[src/rtl/booth_seq_ctrl_if.sv]
// rtl/booth_seq_ctrl_if.sv - request/result bundle for the sequential Booth multiplier
interface booth_seq_ctrl_if #(
  parameter int WIDTH = 8
);
  logic                   start;
  logic [WIDTH-1:0]       m_in;
  logic [WIDTH-1:0]       q_in;
  logic                   busy;
  logic                   done;
  logic [2*WIDTH-1:0]     product;

  // Requester side: issues operands, observes status and result
  modport master (
    output start, m_in, q_in,
    input  busy, done, product
  );

  // Multiplier side
  modport slave (
    input  start, m_in, q_in,
    output busy, done, product
  );
endinterface

[src/rtl/booth_seq_ctrl.sv]
// rtl/booth_seq_ctrl.sv - radix-2 Booth sequential signed multiplier, one bit per cycle
module booth_seq_ctrl #(
  parameter int WIDTH = 8
) (
  input  logic           clk,
  input  logic           rst,
  booth_seq_ctrl_if.slave bus
);

  localparam int CW = $clog2(WIDTH + 1);

  typedef enum logic [1:0] {
    IDLE = 2'd0,
    ITER = 2'd1,
    DONE = 2'd2
  } state_t;

  state_t               state_q, state_d;
  // Accumulator and multiplicand carry one guard bit so -2^(WIDTH-1) negates cleanly
  logic [WIDTH:0]       a_q, a_d;
  logic [WIDTH:0]       m_q, m_d;
  logic [WIDTH:0]       a_sum;
  logic [WIDTH-1:0]     qr_q, qr_d;
  logic                 qm1_q, qm1_d;
  logic [CW-1:0]        count_q, count_d;
  logic [2*WIDTH-1:0]   product_q, product_d;

  // Next-state and datapath: accept in IDLE, one add/sub + arithmetic shift per ITER cycle
  always_comb begin
    state_d   = state_q;
    a_d       = a_q;
    m_d       = m_q;
    qr_d      = qr_q;
    qm1_d     = qm1_q;
    count_d   = count_q;
    product_d = product_q;
    a_sum     = a_q;

    case (state_q)
      IDLE: begin
        if (bus.start) begin
          m_d     = {bus.m_in[WIDTH-1], bus.m_in};
          a_d     = '0;
          qr_d    = bus.q_in;
          qm1_d   = 1'b0;
          count_d = CW'(WIDTH);
          state_d = ITER;
        end
      end

      ITER: begin
        case ({qr_q[0], qm1_q})
          2'b01:   a_sum = a_q + m_q;
          2'b10:   a_sum = a_q - m_q;
          default: a_sum = a_q;
        endcase
        a_d     = {a_sum[WIDTH], a_sum[WIDTH:1]};
        qr_d    = {a_sum[0], qr_q[WIDTH-1:1]};
        qm1_d   = qr_q[0];
        count_d = count_q - CW'(1);
        if (count_q == CW'(1)) begin
          state_d   = DONE;
          product_d = {a_d[WIDTH-1:0], qr_d};
        end
      end

      DONE: begin
        state_d = IDLE;
      end

      default: begin
        state_d = IDLE;
      end
    endcase
  end

  // State and datapath registers; reset aborts any operation in flight
  always_ff @(posedge clk) begin
    if (rst) begin
      state_q   <= IDLE;
      a_q       <= '0;
      m_q       <= '0;
      qr_q      <= '0;
      qm1_q     <= 1'b0;
      count_q   <= '0;
      product_q <= '0;
    end else begin
      state_q   <= state_d;
      a_q       <= a_d;
      m_q       <= m_d;
      qr_q      <= qr_d;
      qm1_q     <= qm1_d;
      count_q   <= count_d;
      product_q <= product_d;
    end
  end

  assign bus.busy    = (state_q == ITER);
  assign bus.done    = (state_q == DONE);
  assign bus.product = product_q;

endmodule

[src/flat_wrapper.sv]
// flat-port wrapper written by rule: the top's interface ports become plain ports
module booth_seq_ctrl_flat 
#(
  parameter int WIDTH = 8
)
  (clk, rst, bus_start, bus_m_in, bus_q_in, bus_busy, bus_done, bus_product);
  booth_seq_ctrl_if #(.WIDTH(WIDTH)) bus_i ();
  input  logic clk;
  input  logic rst;
  input wire logic [$bits(bus_i.start)-1:0] bus_start;
  input wire logic [$bits(bus_i.m_in)-1:0] bus_m_in;
  input wire logic [$bits(bus_i.q_in)-1:0] bus_q_in;
  output wire logic [$bits(bus_i.busy)-1:0] bus_busy;
  output wire logic [$bits(bus_i.done)-1:0] bus_done;
  output wire logic [$bits(bus_i.product)-1:0] bus_product;
  assign bus_i.start = bus_start;
  assign bus_i.m_in = bus_m_in;
  assign bus_i.q_in = bus_q_in;
  assign bus_busy = bus_i.busy;
  assign bus_done = bus_i.done;
  assign bus_product = bus_i.product;
  booth_seq_ctrl #(.WIDTH(WIDTH)) u_core (.clk(clk), .rst(rst), .bus(bus_i));
endmodule
[config.mk]
export PLATFORM = sky130hd
export DESIGN_NAME = booth_seq_ctrl_flat
export DESIGN_NICKNAME = d
export VERILOG_FILES = /design/src/rtl/booth_seq_ctrl_if.sv /design/src/rtl/booth_seq_ctrl.sv /design/src/flat_wrapper.sv
export SDC_FILE = /design/constraint.sdc
export NUM_CORES = 1
export LEC_CHECK = 0
export ABC_AREA = 1
export CORE_MARGIN = 1.5
export CORE_UTILIZATION = 58
export DETAILED_ROUTE_END_ITERATION = 16
export PLACE_DENSITY = 0.85
export SETUP_SLACK_MARGIN = 0.4
export SKIP_LAST_GASP = 1
export SYNTH_ARGS = -nofsm -noshare
export SYNTH_HDL_FRONTEND = slang
export SYNTH_SLANG_ARGS = --single-unit
[constraint.sdc]
create_clock -name clk -period 6.7 [get_ports clk]
set_clock_uncertainty 0.15 [all_clocks]
set_input_delay 1.34 -clock clk [delete_from_list [all_inputs] [get_ports clk]]
set_output_delay 1.34 -clock clk [all_outputs]
set_load 0.03 [all_outputs]
; ---- Word level (Yosys, flattened, before mapping)
; Cells that the tools add are included.
[op_classes]
add_sub_neg = 3
muxes = 12
n_reduce_logical = 6
n_eq_ne = 7
[ops]
columns = op, n
row1 = 9-bit one-hot mux with 2 select lines, 2
row2 = 8-bit one-hot mux with 2 select lines, 1
row3 = 9-bit adder, 1
row4 = 9-bit two-way mux, 1
row5 = 9-bit subtractor, 1
row6 = 8-bit two-way mux, 1
row7 = 4-bit one-hot mux with 2 select lines, 1
row8 = 2-bit AND reduction, 4
row9 = "2-bit by 1-bit == test with 1-bit output, second input constant", 2
row10 = "2-bit == test, second input constant", 2
row11 = "4-bit by 1-bit == test with 1-bit output, second input constant", 1
row12 = 2-bit two-way mux, 2
row13 = 4-bit two-way mux, 1
row14 = 2-bit one-hot mux with 2 select lines, 1
row15 = "4-bit by 1-bit subtractor with 4-bit output, second input constant", 1
row16 = 2-bit logical NOT, 1
row17 = "2-bit by 1-bit inequality test with 1-bit output, second input constant", 1
row18 = "2-bit inequality test, second input constant", 1
row19 = 1-bit one-hot mux with 2 select lines, 1
row20 = 2-bit nonzero test, 1
row21 = 1-bit two-way mux, 1
[word_totals]
output_inout_bits = 18
in_bits = 19
register_bits = 48

; ---- Depth between registers and ports, before layout
; Gate-level depths: netlist of the first run.
[logic_depth]
word_depth = 3
mapped_depth = 20

; ---- Worst setup path after synthesis of the first run
; OpenSTA, ideal clock, no wires.
[synth_timing]
kind = register to register
startpoint = reg u_core.qm1_q
endpoint = reg u_core.product_q[15], in the netlist u_core.bus.product[15]
setup_slack_ns = 4.326
path_stages_with_launch = 19
t_required_ns = 6.437
setup_ns = 0.113
arrival_ns = 2.111
path_buffers = 1
synth_period_minus_slack_ns = 2.374
cell_sequence = dfxtp_1 inv_1 ha_1 clkbuf_1 inv_1 nand2_1 xor2_1 inv_1 ha_1 nand2_1 inv_1 a21oi_1 nand2_2 nand3_2 nand3_2 nand2_1 nand2_1 o21ai_1 inv_1
[synth_via]
elab_chain_len = 2
[synth_rtl]
columns = item, line_no
row1 = start: declaration, booth_seq_ctrl.sv:24  ; logic qm1_q, qm1_d;
row2 = start signal: assignment, booth_seq_ctrl.sv:92  ; qm1_q <= qm1_d;
row3 = 2-bit == test / 2-bit by 1-bit == test with 1-bit output (equally long branches), booth_seq_ctrl.sv:52  ; case ({qr_q[0], qm1_q})
row4 = 9-bit one-hot mux with 2 select lines *, booth_seq_ctrl.sv:52
row5 = end signal: assignment, booth_seq_ctrl.sv:94  ; product_q <= product_d;
row6 = end: declaration, booth_seq_ctrl.sv:26  ; logic [2*WIDTH-1:0] product_q, product_d;
; Every way passes the cells marked *; elsewhere a longest branch is shown, timed or not.
; A chain may end at the register's enable or synchronous reset.

; ---- Worst setup path after layout of the first run
[layout_timing]
startpoint = reg u_core.state_q[1]
endpoint = out bus_busy
[layout_via]
elab_chain_len = 1
[layout_rtl]
columns = item, line_no
row1 = start: declaration, booth_seq_ctrl.sv:18  ; state_t state_q, state_d;
row2 = start signal: assignment, booth_seq_ctrl.sv:88  ; state_q <= state_d;
row3 = 2-bit by 1-bit == test with 1-bit output, booth_seq_ctrl.sv:98  ; assign bus.busy = (state_q == ITER);
row4 = end: declaration, flat_wrapper.sv:13  ; output wire logic [$bits(bus_i.busy)-1:0] bus_busy;
; No other way between the ends.

==> impl_results.md, run 1 <==
* Worst Setup Start Kind: flip-flop
* Via-to-Cell Ratio at 5.389
* # fillers at 317
* Clock sinks at 47
* WL/cell at 12.98 µm
* Post-CTS Hold Buffers at 0
* CP Class: reg -> out
* Antenna cells at 0
* Simple-gate share of the synthesized area at 0.2701
* Worst path required time at 5.21 ns
* R2R setup slack at 3.98 ns
* Total gr overflow at 0
* Hold WS at 0.3152 ns
* Mean post-synth cell area at 7.447 µm²
* Compound-gate portion of the synthesized area at 0.1705
* Hold Path Depth at 2
* H-Tree Depth at 2
* Fin nets at 397
* Fin Setup TNS at 0 ns
* Deepest clock path buffer count at 2
* Gates resized, CTS repair at 0
* Final ANT Viol Nets at 0
* CP Max Fanout at 18
* Dpl hpwl at 3897 µm
* CTS tree: yes
* Rel. slew slack at 0.5434
* Met2 Usage GRT at 0.4591
* Unrepaired setup endpoints after global routing: false
* Ys async rst share at 0
* Vias in the first global route at 2,072
* Final hold vios at 0
* Main synth FF type: dfxtp_1
* Clock-pin slew on the worst setup and hold paths at 0.09 ns
* Largest net degree at the start of global routing at 34
* Slew Limit Fails at 0
* Yosys reg bits at 47
* Adder-cell share of the synthesized area at 0.06841
* Clk root buf: clkbuf_8
* Max cap viols at 0
* Mux contribution to synthesized area at 0
* Main combinational cell family by area after synthesis: simple AND/OR/NAND/NOR gates
* Postcts setup bufs at 0
* Hold Crit Class: reg -> reg
* Worst Tran Pin Value at 0.6828 ns
* Minimum clock period at 3.587 ns
* Die Area at 4690 µm²
* Crit. End Element: primary output
* Worst reg2reg path depth at 20
* Cells after synthesis at 334
* Slowest CP cell: clkdlybuf4s50_1
* Antenna violations before repair at 0
* Sequential cell area at 940.9 µm²
* Total wire length at 5401 µm
* Mapped Nets at 366
* FMAX at 0.2788 GHz
* Peak VDD IR at 0.2411 mV
* Worst path cell trace: inv_2 -> nand2_4 -> clkinv_1 -> clkdlybuf4s50_1
* Area delta synth->final at 19.52%
* Post-synth EDFFs at 0
* Final Core Density at 0.7327
* Port bufs at 36
* Clock Latency Late Sink at 0.30 ns
* DRT iter0 DRCs at 71
* Synth cell types at 42
* Vias at 2,242
* Reg2reg end: u_core.bus.product[15]
* DRC at 0
* GR Layer Usage met3 at 0.03618
* Router iterations before antenna repair at 4
* First-pass GRT wire length at 9190 µm
* Leakage at 0.001235 µW
* Sequential-to-total area share from yosys stat at 0.3783
* Final setup viols at 0
* Core Box Area at 4058 µm²
* Max stage delay on crit path at 0.76 ns
* Chip Width at 68.49 µm
* Die Ht at 68.49 µm
* Yosys warns at 0
* Multi-input logic area at 1319 µm²
* Period utilization at 0.5354
* Worst R2R Start: u_core.m_q[0]
* Cell area after synthesis at 2487 µm²
* Worst Hold End: u_core.qm1_q
* Overall global routing resource usage at 0.2615
* Status: completed
* XOR/XNOR Fraction of Synth Area at 0.02113
* Pwr dens at 259.9 nW/µm²
* Worst path arrival time at 2.10 ns
* Routability cong. at 0.8139
* Num CTS Buffers at 5
* Site Rows at 23
* I/O Pins at 37
* Met1 Track Usage GR at 0.3218
* Initial Utilization at 0.6130
* Share of layout cells above drive strength 1 at 0.1066
* GRT Max-Usage Layer: met2
* Worst Hold Launch: u_core.qm1_q
-- logic make-up after synthesis --
logic type                 after synthesis
buffers and inverters                   54
xor gates and xnor gates                 6
AOI/OAI and AO/OA                       69
and+or+nand+nor                        145
adders and majority gates               13
DFF                                     47
-- layout make-up --
class,count,share of cell area
Timing Repair Buffer,36,0.1212
Sequential cell,47,0.3165
Inverter,42,0.05303
Clock buffer,6,0.02441
Clock inverter,2,0.02020
Multi-Input combinational cell,233,0.4436
Tap cell,50,0.02104
-- cell usage after synthesis (6+ instances only) --
master | n | share of area
inv_2 | 7 | 0.011
nand2_1 | 67 | 0.10
dfxtp_1 | 47 | 0.38
clkbuf_1 | 6 | 0.0091
o21ai_0 | 19 | 0.038
inv_1 | 34 | 0.051
nand3_1 | 25 | 0.050
ha_1 | 12 | 0.060
nor3_1 | 7 | 0.014
o21ai_1 | 11 | 0.022
a21oi_1 | 21 | 0.042
nor2_1 | 24 | 0.036
-- worst max-delay path by stage --
stage	cells after the start	endpoint	from
floorplan	18	u_core.bus.product[15]	u_core.qm1_q
global placement	4	u_core.qr_q[5]	rst
detailed placement	4	u_core.qr_q[4]	rst
CTS	4	bus_busy	u_core.state_q[1]
global route	4	bus_busy	u_core.state_q[1]
finish	4	bus_busy	u_core.state_q[1]
-- per-layer routing --
| layer | part of all wire | up-vias |
|---|---|---|
| li1 | - | 1170 |
| met4 | 0.012 | 0 |
| met2 | 0.49 | 41 |
| met1 | 0.47 | 1027 |
| met5 | 0 | - |
| met3 | 0.029 | 4 |
-- placed cells by master (no fill, tap or decap), drive strengths merged, types with 2 or more instances in the layout --
cell type	Yosys	routed
a211oi	6	6
a21oi	22	22
bufinv	0	2
clkbuf	7	6
clkdlybuf4s50	0	36
dfxtp	47	47
ha	12	12
inv	41	41
nand2	73	73
nand3	29	29
nand4	2	2
nor2	29	29
nor3	7	7
o21ai	30	30
o221ai	3	3
or2	4	4
xnor2	3	3
xor2	3	3
-- power breakdown --
part,internal [µW],switching [µW],leakage [µW],total [µW]
clock,149,94.2,0.0000654,243
combinational,83.0,134,0.000786,217
sequential,298,15.1,0.000384,313
-- critical path, delay by kind of cell, from the launching register on --
family                 cells  cell delay, ns
AND/OR/NAND/NOR            1            0.16
flip-flops                 1            0.33
buffers and inverters      3            1.31
-- sequential cells by signal (all words and copies together) (netlist names) --
| register | flops |
|---|---|
| u_core.count_q | 4 |
| u_core.state_q | 2 |
| u_core.qm1_q | 1 |
| u_core.m_q | 8 |
| u_core.bus.product | 16 |
| u_core.a_q | 8 |
| u_core.qr_q | 8 |
-- per-stage QoR --
| stage | worst slack (ns) | total power (µW) | instances | area (µm²) |
|---|---|---|---|---|
| floorplan | 4.326 | 486.0 | 334 | 2487 |
| global placement | 3.441 | 529.2 | 408 | 2840 |
| detailed placement | 3.400 | 533.2 | 408 | 2840 |
| CTS | 3.146 | 772.9 | 416 | 2973 |
| global route | 3.067 | 815.6 | 416 | 2973 |
| finish | 3.113 | 772.7 | 416 | 2973 |
Power figures use the tool's default switching activity.
==> inputs of run 2 (changes only) <==
--- a/config.mk
+++ b/config.mk
@@ -7,9 +7,9 @@
 export LEC_CHECK = 0
 export ABC_AREA = 1
 export CORE_MARGIN = 1.5
-export CORE_UTILIZATION = 58
+export CORE_UTILIZATION = 49
 export DETAILED_ROUTE_END_ITERATION = 16
-export PLACE_DENSITY = 0.85
+export PLACE_DENSITY = 0.76
 export SETUP_SLACK_MARGIN = 0.4
 export SKIP_LAST_GASP = 1
 export SYNTH_ARGS = -nofsm -noshare
==> constraint.sdc (replaced) <==
create_clock -name clk -period 2.9 [get_ports clk]
set_clock_uncertainty 0.15 [all_clocks]
set_input_delay 0.58 -clock clk [delete_from_list [all_inputs] [get_ports clk]]
set_output_delay 0.58 -clock clk [all_outputs]
set_load 0.03 [all_outputs]
==> impl_results.md, run 2 (synthesized netlist as in run 1, its figures left out) <==
* Dpl hpwl at 4030 µm (was 3897 µm)
* Hold Crit Class: reg -> reg (unchanged)
* Total wire length at 5918 µm (was 5401 µm)
* Total gr overflow at 0 (unchanged)
* Max cap viols at 0 (unchanged)
* First-pass GRT wire length at 9860 µm (was 9190 µm)
* Slew Limit Fails at 0 (unchanged)
* Antenna violations before repair at 0 (unchanged)
* Chip Width at 74.25 µm (was 68.49 µm)
* Final ANT Viol Nets at 0 (unchanged)
* Minimum clock period at 2.499 ns
* Core Box Area at 4817 µm² (was 4058 µm²)
* Worst reg2reg path depth at 20 (unchanged)
* WL/cell at 13.39 µm (was 12.98 µm)
* Clock Latency Late Sink at 0.31 ns (was 0.30 ns)
* Internal cell power at 1127 µW (was 529.8 µW)
* Post-CTS Hold Buffers at 0 (unchanged)
* Overall global routing resource usage at 0.2283 (was 0.2615)
* Fin Setup TNS at 0 ns (unchanged)
* Leakage at 0.001266 µW (was 0.001235 µW)
* Site Rows at 25 (was 23)
* Cell Area, Placed at 2884 µm² (was 2840 µm²)
* Finished Cell Area at 3168 µm² (was 2973 µm²)
* Worst Setup SP: u_core.m_q[0] (was u_core.state_q[1])
* Period utilization at 0.8618
* Status: completed (unchanged)
* Deepest clock path buffer count at 2 (unchanged)
* Routability cong. at 0.8833 (was 0.8139)
* Layout Cells excl Fill at 442 (was 416)
* Initial Utilization at 0.5164 (was 0.6130)
* # fillers at 417 (was 317)
* Worst Setup Start Kind: flip-flop (unchanged)
* Worst path arrival time at 2.56 ns (was 2.10 ns)
* Placement-stage worst setup slack at 0.3055 ns (was 3.400 ns)
* Area delta synth->final at 27.36% (was 19.52%)
* Unrepaired setup endpoints after global routing: true (was false)
* Most frequent cells in the layout: nand2_1, dfxtp_1, clkdlybuf4s50_1 (unchanged)
* Pwr dens at 555.8 nW/µm² (was 259.9 nW/µm²)
* Num CTS Buffers at 5 (unchanged)
* Final setup viols at 0 (unchanged)
* Clock power share at 0.234 (was 0.315)
* Rel. slew slack at 0.6828 (was 0.5434)
* Hold Path Depth at 2 (unchanged)
* Slowest CP cell: dfxtp_4 (was clkdlybuf4s50_1)
* Cells after DPL at 428 (was 408)
* DRT iter0 DRCs at 117 (was 71)
* Worst Hold Launch: u_core.qm1_q (unchanged)
* Worst Tran Pin Value at 0.4750 ns (was 0.6828 ns)
* Worst R2R Start: u_core.m_q[0] (unchanged)
* Port bufs at 36 (unchanged)
* Switching Fraction at 0.3600 (was 0.3144)
* Antenna cells at 0 (unchanged)
* Max stage delay on crit path at 0.37 ns (was 0.76 ns)
* Sequential cell area at 948.4 µm² (was 940.9 µm²)
* H-Tree Depth at 2 (unchanged)
* CTS tree: yes (unchanged)
* I/O Pins at 37 (unchanged)
* Router iterations before antenna repair at 4 (unchanged)
* Worst path required time at 2.96 ns (was 5.21 ns)
* Vias at 2,341 (was 2,242)
* FMAX at 0.4001 GHz
* Largest net degree at the start of global routing at 34 (unchanged)
* Seq pwr share at 0.414 (was 0.405)
* Peak VDD IR at 0.4255 mV (was 0.2411 mV)
* CP Class: reg -> reg (was reg -> out)
* Most used cell, CP: inv_2
* Clock-pin slew on the worst setup and hold paths at 0.09 ns (about the same)
* Crit. End Element: flip-flop (was primary output)
* Fin nets at 406 (was 397)
* Hold WS at 0.3190 ns (was 0.3152 ns)
* Worst path cell trace: inv_2 -> ha_4 -> inv_2 -> nor2_4 -> inv_2 -> o21ai_2 -> xnor2_1 -> inv_1 -> ha_4 -> nand2_2 -> nor2_4 -> nand3_2 -> nand2_2 -> inv_2 -> nand2_2 -> nand3_2 -> nand2_1 -> nand2_1 -> o21ai_1 -> inv_1 (was inv_2 -> nand2_4 -> clkinv_1 -> clkdlybuf4s50_1)
* Clk root buf: clkbuf_8 (unchanged)
* Worst setup margin at 0.4007 ns (was 3.113 ns)
* Share of layout cells above drive strength 1 at 0.1920 (was 0.1066)
* Die Area at 5513 µm² (was 4690 µm²)
* Switching pwr at 633.8 µW (was 242.9 µW)
* Vias in the first global route at 2,222 (was 2,072)
* Multi-input logic area at 1461 µm² (was 1319 µm²)
* Most common cell after layout, fill and taps aside: nand2_1 (unchanged)
* CP Max Fanout at 5 (was 18)
* Clock sinks at 47 (unchanged)
* Via-to-Cell Ratio at 5.296 (was 5.389)
* Max FFs per register at 16 (unchanged)
* Combinational power share at 0.352 (was 0.280)
* DRC at 0 (unchanged)
* Die Ht at 74.25 µm (was 68.49 µm)
* Final hold vios at 0 (unchanged)
## run 2: cell types whose count changed in the layout (fill, tap and decap cells not counted), sizes merged
| cell | before | now |
|---|---|---|
| buf | 0 | 9 |
| bufinv | 2 | 0 |
| clkinvlp | 0 | 1 |
| inv | 41 | 42 |
## run 2: power groups by stage
stage / logic, µW / registers, µW / clock network (µW)
floorplan: 388 / 734 / 0
global placement: 492 / 734 / 0
detailed placement: 504 / 735 / 0
CTS: 531 / 723 / 414
global route: 691 / 734 / 437
finish: 620 / 729 / 412
## run 2: cell type report
| type | count | share of cell area |
|---|---|---|
| clock buffers | 6 | 0.02291 |
| clock inverters | 2 | 0.005134 |
| inverters | 42 | 0.04976 |
| well taps | 67 | 0.02646 |
| multi-input cells | 233 | 0.4613 |
| repair buffers | 45 | 0.1351 |
| flip-flops and latches | 47 | 0.2994 |
## run 2: worst max-delay path: cells and delay by family (launching register included)
kind	cells	cell delay (ns)
buf+inv	6	0.36
fa+ha+maj	2	0.43
flops	1	0.37
compound gates	2	0.25
simple gates	9	0.71
xor+xnor	1	0.13
## run 2: metrics by stage
stage,power (µW),utilization
6_report,1761,0.6577
5_1_grt,1862,0.6577
4_1_cts,1669,0.6278
3_5_place_dp,1239,0.5987
3_3_place_gp,1226,0.5987
2_1_floorplan,1123,-
## run 2: path summary, 6_finish.rpt
check                           slack (ns)                      to
worst max-delay path                  0.40  u_core.bus.product[15]
worst min-delay path                  0.32            u_core.qm1_q
worst max register to register        0.40  u_core.bus.product[15]
worst min register to register        0.32            u_core.qm1_q
## run 2: what timing repair did
action                     CTS  global route
pin swaps                    0            19
setup endpoints to repair    4            10
gates resized for setup      8            25
setup buffers                0             6
## run 2: per-layer routing
| layer | GRT usage | up-vias | part of all wire |
|---|---|---|---|
| met5 | 0 | - | 0 |
| met4 | 0.09091 | 0 | 0.019 |
| met3 | 0.04743 | 11 | 0.035 |
| met2 | 0.3889 | 52 | 0.49 |
| met1 | 0.2824 | 1097 | 0.45 |
| li1 | - | 1181 | - |
==> inputs of run 3 (changes only) <==
--- a/config.mk
+++ b/config.mk
@@ -6,7 +6,7 @@
 export NUM_CORES = 1
 export LEC_CHECK = 0
 export ABC_AREA = 1
-export CORE_MARGIN = 1.5
+export CORE_MARGIN = 2
 export CORE_UTILIZATION = 49
 export DETAILED_ROUTE_END_ITERATION = 16
 export PLACE_DENSITY = 0.76
==> impl_results.md, run 3 (synthesized netlist as in run 1, its figures left out) <==
* Final hold vios at 0 (unchanged)
* Area delta synth->final at 28.42% (was 27.36%)
* Die Area at 5663 µm² (was 5513 µm²)
* Routability cong. at 0.8513 (was 0.8833)
* Hold WS at 0.3174 ns (was 0.3190 ns)
* Antenna violations before repair at 0 (unchanged)
* Via-to-Cell Ratio at 5.203 (was 5.296)
* Period utilization at 0.8506 (was 0.8618)
* Peak VDD IR at 0.3748 mV (was 0.4255 mV)
* Vias in the first global route at 2,098 (was 2,222)
* Port bufs at 36 (unchanged)
* WL/cell at 13.18 µm (was 13.39 µm)
* Finished Cell Area at 3194 µm² (was 3168 µm²)
* Worst Setup Start Kind: flip-flop (unchanged)
* R2R setup slack at 0.43 ns (was 0.40 ns)
* # fillers at 439 (was 417)
* DRC at 0 (unchanged)
* Clock sinks at 47 (unchanged)
* Clock-pin slew on the worst setup and hold paths at 0.09 ns (about the same)
* Pwr dens at 551.3 nW/µm² (was 555.8 nW/µm²)
* Worst path cell trace: nor3_4 -> nand2_2 -> o31ai_4 -> xnor2_1 -> inv_1 -> ha_4 -> nand2_4 -> nor2_4 -> nand3_2 -> nand2_2 -> inv_2 -> nand2_2 -> nand3_2 -> nand2_1 -> nand2_2 -> o21ai_2 -> inv_1 (was inv_2 -> ha_4 -> inv_2 -> nor2_4 -> inv_2 -> o21ai_2 -> xnor2_1 -> inv_1 -> ha_4 -> nand2_2 -> nor2_4 -> nand3_2 -> nand2_2 -> inv_2 -> nand2_2 -> nand3_2 -> nand2_1 -> nand2_1 -> o21ai_1 -> inv_1)
* Most common cell after layout, fill and taps aside: nand2_1 (unchanged)
* Final ANT Viol Nets at 0 (unchanged)
* Chip Width at 75.25 µm (was 74.25 µm)
* Clock Latency Late Sink at 0.31 ns (about the same)
* Layout Cells excl Fill at 439 (was 442)
* Dpl hpwl at 3997 µm (was 4030 µm)
* Total gr overflow at 0 (unchanged)
* Die Ht at 75.25 µm (was 74.25 µm)
* Slew Limit Fails at 0 (unchanged)
* Antenna cells at 0 (unchanged)
* Leakage at 0.001261 µW (was 0.001266 µW)
* Max stage delay on crit path at 0.37 ns (about the same)
* I/O Pins at 37 (unchanged)
* Max FFs per register at 16 (unchanged)
* Cell Area, Placed at 2884 µm² (unchanged)
* Largest net degree at the start of global routing at 34 (unchanged)
* CP Class: reg -> reg (unchanged)
* Site Rows at 25 (unchanged)
* Max cap viols at 0 (unchanged)
* Share of layout cells above drive strength 1 at 0.2070 (was 0.1920)
* Vias at 2,284 (was 2,341)
* Rel. slew slack at 0.6769 (was 0.6828)
* Total wire length at 5786 µm (was 5918 µm)
* Most frequent cells in the layout: nand2_1, dfxtp_1, clkdlybuf4s50_1 (unchanged)
* Router iterations before antenna repair at 4 (unchanged)
* Overall global routing resource usage at 0.2152 (was 0.2283)
* Status: completed (unchanged)
* Post-CTS Hold Buffers at 0 (unchanged)
* FMAX at 0.4054 GHz (was 0.4001 GHz)
* Unrepaired setup endpoints after global routing: true (unchanged)
* Cells after DPL at 428 (unchanged)
* Final setup viols at 0 (unchanged)
* Hold Crit Class: reg -> reg (unchanged)
* Deepest clock path buffer count at 2 (unchanged)
* Num CTS Buffers at 5 (unchanged)
* Top delay family on crit path: simple AND/OR/NAND/NOR gates (unchanged)
* Initial Utilization at 0.5164 (unchanged)
* Worst path arrival time at 2.53 ns (was 2.56 ns)
* Worst path required time at 2.97 ns (was 2.96 ns)
* Fin Setup TNS at 0 ns (unchanged)
* Most used cell, CP: nand2_2 (was inv_2)
* Clk root buf: clkbuf_8 (unchanged)
* Fin nets at 403 (was 406)
* First-pass GRT wire length at 9349 µm (was 9860 µm)
* Buf/Inv on CP at 3 (was 6)
* Crit. End Element: flip-flop (unchanged)
* CP Max Fanout at 4 (was 5)
* Final Core Density at 0.6631 (was 0.6577)
* CTS tree: yes (unchanged)
* H-Tree Depth at 2 (unchanged)
* Minimum clock period at 2.467 ns (was 2.499 ns)
* Core Box Area at 4817 µm² (unchanged)
* Worst Tran Pin Value at 0.4840 ns (was 0.4750 ns)
* Slowest CP cell: dfxtp_4 (unchanged)
* DRT iter0 DRCs at 109 (was 117)
## run 3: worst register-to-register path, stage by stage, from the launching register on
cell and delay, ns:
dfxtp_4 0.37, nor3_4 0.20, nand2_2 0.10, o31ai_4 0.23, xnor2_1 0.14, inv_1 0.08, ha_4 0.30, nand2_4 0.06
nor2_4 0.11, nand3_2 0.07, nand2_2 0.09, inv_2 0.04, nand2_2 0.06, nand3_2 0.06, nand2_1 0.07, nand2_2 0.08
o21ai_2 0.12, inv_1 0.04
## run 3: area by class of cell
type                    instances  area [µm²]  share of cell area
well taps                      67       83.83             0.02624
clock inverters                 2       16.27            0.005092
clock buffers                   6       72.57             0.02272
repair buffers                 42       409.1              0.1281
flip-flops and latches         47       947.2              0.2965
inverters                      42       160.2             0.05014
multi-input cells             233        1505              0.4712
## run 3: final timing paths
kind | endpoint | start | cells past startpoint
setup reg to reg | u_core.bus.product[15] | u_core.m_q[0] | 17
hold / removal | u_core.qm1_q | u_core.qm1_q | 2
hold reg to reg | u_core.qm1_q | u_core.qm1_q | 2
setup / recovery | u_core.bus.product[15] | u_core.m_q[0] | 17
## run 3: through the flow
step                      total power [µW]  setup slack (ns)
after global routing                  1863            0.2870
after detailed placement              1238            0.3585
final                                 1761            0.4332
after global placement                1226            0.3994
after floorplan                       1123            0.5256
after CTS                             1656            0.3923
## run 3: where the power goes
group / internal [µW] / switching, µW
sequential: 688 / 41.6
combinational: 265 / 359
clock: 173 / 233
## run 3: what timing repair did
action / in CTS / in global routing
endpoints found under the setup margin: 4 / 9
pin swaps: 0 / 18
setup buffers: 0 / 3
resized for setup: 5 / 39
## run 3: per-layer routing
layer / wire length (µm) / global-route usage
met5: 0 / 0
met1: 2622 / 0.2814
met4: 136 / 0.07212
met2: 2795 / 0.3645
met3: 232 / 0.03213
